===== src/rtl/tile_ram_arbiter.sv =====
// ============================================================================
// Module   : tile_ram_arbiter
// Brief    : Shares the single-port maze tile RAM between VGA tile prefetch
//            (fixed slot per 8-pixel tile) and game-logic req/ack accesses.
// Revision : 1.0 - initial release
// ============================================================================
`default_nettype none

module tile_ram_arbiter #(
  parameter int X_SIZE   = 1650,
  parameter int Y_SIZE   = 750,
  parameter int X_PIXELS = 1280,
  parameter int Y_PIXELS = 720,
  parameter int TILES_X  = 160,
  parameter int ADDR_W   = 14,
  parameter int DATA_W   = 8
) (
  input  logic              vga_clk_i,
  input  logic              rst_i,
  input  logic [10:0]       pix_x_i,
  input  logic [9:0]        pix_y_i,
  output logic [DATA_W-1:0] scan_tile_o,
  input  logic              cpu_req_i,
  input  logic              cpu_we_i,
  input  logic [ADDR_W-1:0] cpu_addr_i,
  input  logic [DATA_W-1:0] cpu_wdata_i,
  output logic              cpu_ack_o,
  output logic [DATA_W-1:0] cpu_rdata_o,
  output logic              ram_en_o,
  output logic              ram_we_o,
  output logic [ADDR_W-1:0] ram_addr_o,
  output logic [DATA_W-1:0] ram_wdata_o,
  input  logic [DATA_W-1:0] ram_rdata_i
);

  localparam logic [10:0]       c_X_ACT_END = 11'(X_PIXELS - 8);
  localparam logic [10:0]       c_X_PRE     = 11'(X_SIZE - 8);
  localparam logic [10:0]       c_X_LAST    = 11'(X_SIZE - 1);
  localparam logic [9:0]        c_Y_ACT     = 10'(Y_PIXELS);
  localparam logic [9:0]        c_Y_LAST    = 10'(Y_SIZE - 1);
  localparam logic [ADDR_W-1:0] c_TILES_X   = ADDR_W'(TILES_X);

  localparam logic [0:0] c_IDLE = 1'b0;
  localparam logic [0:0] c_RESP = 1'b1;

  logic [0:0]        r_state;
  logic [0:0]        w_next;
  logic              r_resp_we;
  logic              r_vslot_d;
  logic [DATA_W-1:0] r_prefetch;

  logic [9:0]        w_ny;
  logic              w_inline;
  logic              w_linestart;
  logic              w_vslot;
  logic              w_load;
  logic              w_issue;
  logic [ADDR_W-1:0] w_row;
  logic [ADDR_W-1:0] w_col;
  logic [ADDR_W-1:0] w_vaddr;

  // Slot decode: each tile's code is fetched one tile ahead of its first pixel.
  assign w_ny        = (pix_y_i == c_Y_LAST) ? 10'd0 : pix_y_i + 10'd1;
  assign w_inline    = (pix_x_i[2:0] == 3'd0) && (pix_x_i < c_X_ACT_END) && (pix_y_i < c_Y_ACT);
  assign w_linestart = (pix_x_i == c_X_PRE) && (w_ny < c_Y_ACT);
  assign w_vslot     = w_inline || w_linestart;
  assign w_load      = ((pix_x_i[2:0] == 3'd7) && (pix_x_i < c_X_ACT_END) && (pix_y_i < c_Y_ACT))
                    || ((pix_x_i == c_X_LAST) && (w_ny < c_Y_ACT));

  assign w_row   = w_inline ? ADDR_W'(pix_y_i[9:3]) : ADDR_W'(w_ny[9:3]);
  assign w_col   = w_inline ? ADDR_W'(pix_x_i[10:3]) + ADDR_W'(1) : '0;
  assign w_vaddr = w_row * c_TILES_X + w_col;

  assign w_issue = (r_state == c_IDLE) && cpu_req_i && !w_vslot;

  always_ff @(posedge vga_clk_i or posedge rst_i) begin
    if (rst_i) begin
      r_state   <= c_IDLE;
      r_resp_we <= 1'b0;
    end else begin
      r_state <= w_next;
      if (w_issue) begin
        r_resp_we <= cpu_we_i;
      end
    end
  end

  always_comb begin
    w_next = r_state;
    case (r_state)
      c_IDLE:  if (w_issue) w_next = c_RESP;
      c_RESP:  w_next = c_IDLE;
      default: w_next = c_IDLE;
    endcase
  end

  // Video has priority; a RESP cycle may overlap a vslot since the RAM is pipelined.
  always_comb begin
    ram_en_o    = 1'b0;
    ram_we_o    = 1'b0;
    ram_addr_o  = '0;
    ram_wdata_o = '0;
    cpu_ack_o   = 1'b0;
    cpu_rdata_o = '0;
    if (!rst_i) begin
      if (w_vslot) begin
        ram_en_o   = 1'b1;
        ram_addr_o = w_vaddr;
      end else if (w_issue) begin
        ram_en_o    = 1'b1;
        ram_we_o    = cpu_we_i;
        ram_addr_o  = cpu_addr_i;
        ram_wdata_o = cpu_wdata_i;
      end
      if (r_state == c_RESP) begin
        cpu_ack_o   = 1'b1;
        cpu_rdata_o = r_resp_we ? '0 : ram_rdata_i;
      end
    end
  end

  always_ff @(posedge vga_clk_i or posedge rst_i) begin
    if (rst_i) begin
      r_vslot_d   <= 1'b0;
      r_prefetch  <= '0;
      scan_tile_o <= '0;
    end else begin
      r_vslot_d <= w_vslot;
      if (r_vslot_d) begin
        r_prefetch <= ram_rdata_i;
      end
      if (w_load) begin
        scan_tile_o <= r_prefetch;
      end
    end
  end

endmodule

`default_nettype wire


===== config.mk =====
export PLATFORM = sky130hd
export DESIGN_NAME = tile_ram_arbiter
export DESIGN_NICKNAME = d
export VERILOG_FILES = /design/src/rtl/tile_ram_arbiter.sv
export SDC_FILE = /design/constraint.sdc
export NUM_CORES = 1
export LEC_CHECK = 0
export CAP_MARGIN = 25
export CORE_ASPECT_RATIO = 1.4
export CORE_UTILIZATION = 44
export CTS_BUF_LIST = sky130_fd_sc_hd__clkbuf_4
export CTS_CLUSTER_DIAMETER = 30
export DETAILED_ROUTE_END_ITERATION = 10
export PLACE_DENSITY = 0.86
export SKIP_CTS_REPAIR_TIMING = 1
export SLEW_MARGIN = 20
export SYNTH_ARGS = -nofsm -noshare
export SYNTH_HDL_FRONTEND = slang
export SYNTH_SLANG_ARGS = --single-unit

===== constraint.sdc =====
create_clock -name vga_clk_i -period 8.8 [get_ports vga_clk_i]
set_input_delay 2.2 -clock vga_clk_i [delete_from_list [all_inputs] [get_ports vga_clk_i]]
set_output_delay 2.2 -clock vga_clk_i [all_outputs]
set_load 0.02 [all_outputs]

==> results.toml, run 1 <==
[global_route]
grt_pass1_vias = 2258
grt_pass1_wl_mm = 10.2
antenna_found_initial = 0
grt_overflow = 0
track_usage_pct = 23.2
grt_max_degree = 27

[setup_path]
crit_type = "in2out"
worst_setup_path_start_kind = "input pin"
worst_ep_arrival_time_ns = 6.22
rr_worst_depth = 4
crit_required_ns = 6.60
timing.rr.start = "r_state"
r2r_slack_ns = 7.45
end_kind = "output port"
cp_max_fo = 3
worstReg2RegEnd = "r_resp_we"

[place]
place_congestion = 0.966
hpwl_mm = 4.98
place_inst = 400
port_buffers = 95

[route]
avgViaCountPerCell = 5.56
first_pass_iters = 4
ant_nets = 0
wl_per_cell_um = 15.0
vias = 2245
route.detailed.drc = 0
first_iter_violations = 79
wirelength_mm = 6.04

[synthesis]
synthesis.nets = 311
ys_warn_count = 0
ys_types = 60
synth_edf_count = 0
synth_top_cell_by_area = "dfrtp_1"
synthCells = 239
synth_flop_cell = "dfrtp_1"
synthArstFlopShare_pct = 100
ys_ff_latch = 19
syn_area_sq_mm = 0.00224
ys_seq_area_share_pct = 21.2
avgSynthCellArea_sq_um = 9.38
synth_top_area_share_pct = 21.2
yosys-top-cells-area = "dfrtp_1 (21%), ha_1 (8.4%), mux2_4 (6.0%)"

[power]
p_comb_share_pct = 56.6
power.density_mw_per_mm2 = 119
swShare_pct = 34.6
p_leak_nw = 1.48
p_total_mw = 0.398
clkPwrFrac_pct = 11.1
p_int_mw = 0.260
ir_drop_uv = 51.3
seq_power_share_pct = 32.3
p_switching_mw = 0.138

[floorplanning]
num_rows = 30
die_w_um = 62.3
fp.dieH_um = 86.5
dieArea_sq_mm = 0.00539
boundaryPins = 96
initial_core_util_pct = 45.9
core_area_sq_mm = 0.00488

[sta]
hold_violations = 0
rsz0062_at_grt = "false"
min_period_ns = 8.42
setup_viol = 0
tightest_slew_ns = 0.834
slew_viol_final = 0
finalSetupTns_ns = 0
finalCritPeriodShare_pct = 95.7
fin_skew_ns = 0.00213
slew_headroom_pct = 44.2
fmax_ghz = 0.119

[final_layout]
stdcell_count = 404
layout-drive-gt1-share_pct = 18.5
diodes = 0
nNetsFinal = 413
syn_to_final_growth_pct = 48.9

[hold_path]
hp-start = "r_prefetch[1]"
holdPathStages = 1
holdCritPathClass = "reg2reg"
min_to = "scan_tile_o[1]"

[clocking]
h-tree-depth = 1
cts_tree = "yes"
cts_buffers = 3
clockBufferDepth = 2
clkLatencyLatePin_ns = 0.28
clockRootBuffer = "clkbuf_4"
clkTransAtPathRegs_ns = 0.10
cts_sinks = 19

[flow_run]
drv_cap = 0

[status]
status = "complete, no violations"
## cell usage in the layout, fill, tap and decap left out, types with 7 or more instances in the layout
cell type / n
clkdlybuf4s50_1: 93
nand3_1: 22
nor2_1: 19
dfrtp_1: 19
ha_1: 15
buf_4: 13
nand2_1: 12
nor3b_2: 10
mux2_4: 9
mux2_2: 9
a21oi_1: 9
xor2_1: 9
and2_1: 8
mux2i_1: 7
## metrics by stage
step	hold slack [ns]	setup WS (ns)	utilization, %	cell area [sq um]
6_report	0.512	0.379	68.4	3340
5_1_grt	0.531	0.0735	68.4	3340
4_1_cts	0.512	0.0490	68.2	3330
3_5_place_dp	0.488	0.0783	67.6	3300
3_3_place_gp	0.481	0.106	67.6	3300
2_1_floorplan	0.477	0.976	-	2240
## layout make-up
| type | count | area, sq um |
|---|---|---|
| Clock buffer | 4 | 30.0 |
| Fill cell | 393 | 1540 |
| Inverter | 5 | 21.3 |
| Multi-Input combinational cell | 204 | 1680 |
| Sequential cell | 19 | 475 |
| Tap cell | 64 | 80.1 |
| Timing Repair Buffer | 108 | 1050 |
## synthesized netlist by cell type, types with 5 or more instances
master,n
a21oi_1,9
and2_1,8
and3_1,6
clkbuf_1,5
dfrtp_1,19
ha_1,15
mux2_2,9
mux2_4,9
mux2i_1,7
nand2_1,12
nand3_1,22
nor2_1,19
nor3b_2,10
xnor2_1,5
xor2_1,10
## worst max-delay path by stage
stage / endpoint / depth (start not counted) / slack [ns] / start
floorplan: ram_addr_o[13] / 16 / 0.98 / pix_x_i[3]
global placement: ram_addr_o[13] / 17 / 0.11 / pix_x_i[3]
detailed placement: ram_addr_o[13] / 17 / 0.08 / pix_x_i[3]
CTS: ram_addr_o[13] / 17 / 0.05 / pix_x_i[3]
global route: ram_addr_o[10] / 17 / 0.07 / pix_x_i[3]
finish: ram_addr_o[10] / 16 / 0.38 / pix_x_i[3]
## cells by family after synthesis
| family | count (synthesis) | share of synthesized area (%) |
|---|---|---|
| xor gates and xnor gates | 17 | 7.59 |
| other | 1 | 0.167 |
| muxes | 25 | 13.7 |
| AOI/OAI and AO/OA | 43 | 15.6 |
| and+or+nand+nor | 101 | 27.4 |
| DFF | 19 | 21.2 |
| adders and majority gates | 17 | 10.2 |
| buffers and inverters | 16 | 4.24 |
## per-layer routing
layer  share of wire [%]  GRT usage [%]  routed length, um
met1                  40           27.0               2410
met2                  54           44.6               3240
met3                 5.1           2.11                311
met4                 1.3           6.77                 77
met5                   0              0                  0
## registers in the layout, indices dropped and copies added, names as in the netlist
name         cells
r_prefetch       8
scan_tile_o      8
r_resp_we        1
r_state          1
r_vslot_d        1
## worst max-delay path, cell delays in order
cell	delay (ns)
clkdlybuf4s50_1	0.49
ha_1	0.17
and4_1	0.25
o31ai_4	0.07
and3_1	0.18
nor2_1	0.22
xor2_2	0.26
ha_1	0.29
ha_1	0.23
fa_1	0.55
o21a_1	0.14
o31a_1	0.18
xor2_1	0.15
nand2_1	0.06
mux2i_1	0.16
clkdlybuf4s50_1	0.62
## power groups by stage
| stage | Clock [mW] | Sequential, mW | Combinational, mW |
|---|---|---|---|
| after floorplan | 0 | 0.147 | 0.112 |
| after global placement | 0 | 0.128 | 0.220 |
| after detailed placement | 0 | 0.130 | 0.225 |
| after CTS | 0.0462 | 0.129 | 0.226 |
| after global routing | 0.0495 | 0.132 | 0.243 |
| final | 0.0443 | 0.128 | 0.225 |
(Power assumes the default switching activity.)
==> inputs of run 2 (changes only) <==
--- a/config.mk
+++ b/config.mk
@@ -17,3 +17,4 @@
 export SYNTH_ARGS = -nofsm -noshare
 export SYNTH_HDL_FRONTEND = slang
 export SYNTH_SLANG_ARGS = --single-unit
+export TNS_END_PERCENT = 10
==> results of run 2 <==
No change in the layout: final DEF, timing and power equal those of run 1.
==> inputs of run 3 (changes only) <==
--- a/config.mk
+++ b/config.mk
@@ -7,9 +7,10 @@
 export LEC_CHECK = 0
 export CAP_MARGIN = 25
 export CORE_ASPECT_RATIO = 1.4
+export CORE_MARGIN = 2
 export CORE_UTILIZATION = 44
 export CTS_BUF_LIST = sky130_fd_sc_hd__clkbuf_4
-export CTS_CLUSTER_DIAMETER = 30
+export CTS_CLUSTER_DIAMETER = 40
 export DETAILED_ROUTE_END_ITERATION = 10
 export PLACE_DENSITY = 0.86
 export SKIP_CTS_REPAIR_TIMING = 1
==> constraint.sdc (replaced) <==
create_clock -name vga_clk_i -period 8.8 [get_ports vga_clk_i]
set_input_delay 2.64 -clock vga_clk_i [delete_from_list [all_inputs] [get_ports vga_clk_i]]
set_output_delay 2.64 -clock vga_clk_i [all_outputs]
set_load 0.02 [all_outputs]
==> run 3 against run 2 <==
- clock power about the same
- non-clock buffer count is 50 higher
- power up 10%
- worst hold slack better by 0.0048 ns
==> results.toml, run 3 (same netlist as run 1, synthesis figures left out) <==
[power]
ir_drop_uv = 55.3
power.density_mw_per_mm2 = 112
p_leak_nw = 1.86

[place]
port_buffers = 95
place_area_sq_mm = 0.00364
place_inst = 446
place_congestion = 0.910
hpwl_mm = 5.70

[route]
first_pass_iters = 4
avgViaCountPerCell = 5.35
wl_per_cell_um = 15.8
ant_nets = 0
first_iter_violations = 104
wirelength_mm = 7.18
route.detailed.drc = 0
vias = 2430

[final_layout]
nNetsFinal = 463
mostFrequentLayoutCells = "clkdlybuf4s50_1 (77), buf_4 (62), nand3_1 (20), dfrtp_1 (19), dlymetal6s2s_1 (15)"
reg.largest.list = "r_prefetch: 8 flops, scan_tile_o: 8 flops"
diodes = 0
final_common_cell = "clkdlybuf4s50_1"
layout-drive-gt1-share_pct = 36.7
design_area_sq_mm = 0.00391
stdcell_count = 454
final_util_pct = 80.2
syn_to_final_growth_pct = 74.5

[sta]
hold_violations = 0
fin_skew_ns = 0.00453
slew_viol_final = 0
fmax_ghz = 0.114
slew_headroom_pct = 47.7
tightest_slew_ns = 0.782
min_period_ns = 8.78
rsz0062_at_grt = "true"
finalCritPeriodShare_pct = 99.8
setup_viol = 0

[global_route]
grt_pass1_vias = 2501
grt_pass1_wl_mm = 11.1
grt_overflow = 0
antenna_found_initial = 0
grt_max_degree = 23
track_usage_pct = 24.2

[setup_path]
crit_required_ns = 6.16
end_kind = "output port"
worst_ep_arrival_time_ns = 6.14
cp_max_fo = 5
worst_setup_path_start_kind = "input pin"
crit_type = "in2out"

[floorplanning]
fp.dieH_um = 88.5
boundaryPins = 96
dieArea_sq_mm = 0.00569
num_rows = 30
die_w_um = 64.3
initial_core_util_pct = 45.9
core_area_sq_mm = 0.00488

[flow_run]
drv_cap = 0

[clocking]
clockBufferDepth = 2
clkLatencyLatePin_ns = 0.28
cts_tree = "yes"
cts_buffers = 3
cts_sinks = 19
clockRootBuffer = "clkbuf_4"
clkTransAtPathRegs_ns = 0.09
h-tree-depth = 1

[status]
status = "complete, no violations"

[hold_path]
holdCritPathClass = "reg2reg"
run 3: power by group:
part,leakage (nW),internal [mW],switching (mW)
registers,0.233,0.114,0.0160
logic,1.61,0.151,0.112
clock network,0.0184,0.0207,0.0238
run 3: final cells by class:
type	instances	area, sq um
Timing Repair Buffer	158	1470
Tap cell	64	80.1
Fill cell	317	967
Inverter	5	21.3
Clock buffer	4	30.0
Sequential cell	19	475
Multi-Input combinational cell	204	1830
run 3: stage by stage:
| step | TNS, ns | setup WS (ns) | power (mW) | hold slack [ns] |
|---|---|---|---|---|
| after floorplan | 0 | 0.0956 | 0.258 | 0.477 |
| after global placement | -3.01 | -0.709 | 0.370 | 0.481 |
| after detailed placement | -3.48 | -0.806 | 0.379 | 0.493 |
| after CTS | -3.62 | -0.845 | 0.424 | 0.517 |
| after global routing | -0.256 | -0.0998 | 0.465 | 0.540 |
| final | 0 | 0.0177 | 0.437 | 0.517 |
run 3: worst paths after layout:
path / start / endpoint / slack (ns) / depth (start not counted)
setup / recovery: pix_x_i[4] / ram_addr_o[13] / 0.02 / 17
setup reg to reg: r_state / r_resp_we / 7.46 / 5
hold / removal: r_prefetch[6] / scan_tile_o[6] / 0.52 / 1
max in group asynchronous: rst_i / r_prefetch[7] / 5.09 / 4
min in group asynchronous: rst_i / scan_tile_o[5] / 3.51 / 4
hold reg to reg: r_prefetch[6] / scan_tile_o[6] / 0.52 / 1
run 3: worst max-delay path, stage by stage:
cell      delay [ns]
buf_8           0.10
ha_4            0.15
and4_4          0.20
o31ai_4         0.32
and3_4          0.30
buf_4           0.13
o22ai_1         0.08
nor2_2          0.20
ha_1            0.30
ha_1            0.32
a211oi_2        0.24
nor2_2          0.10
a21o_1          0.20
a21oi_2         0.15
xnor3_1         0.30
o221a_1         0.26
buf_6           0.14
run 3: metal layers:
metal  global-route usage (%)  vias up  wire [um]
met4                     7.35        0        127
met5                        0        -          0
met2                     48.8       81       3980
li1                         -     1177          -
met3                     2.04       15        292
met1                     26.5     1157       2780
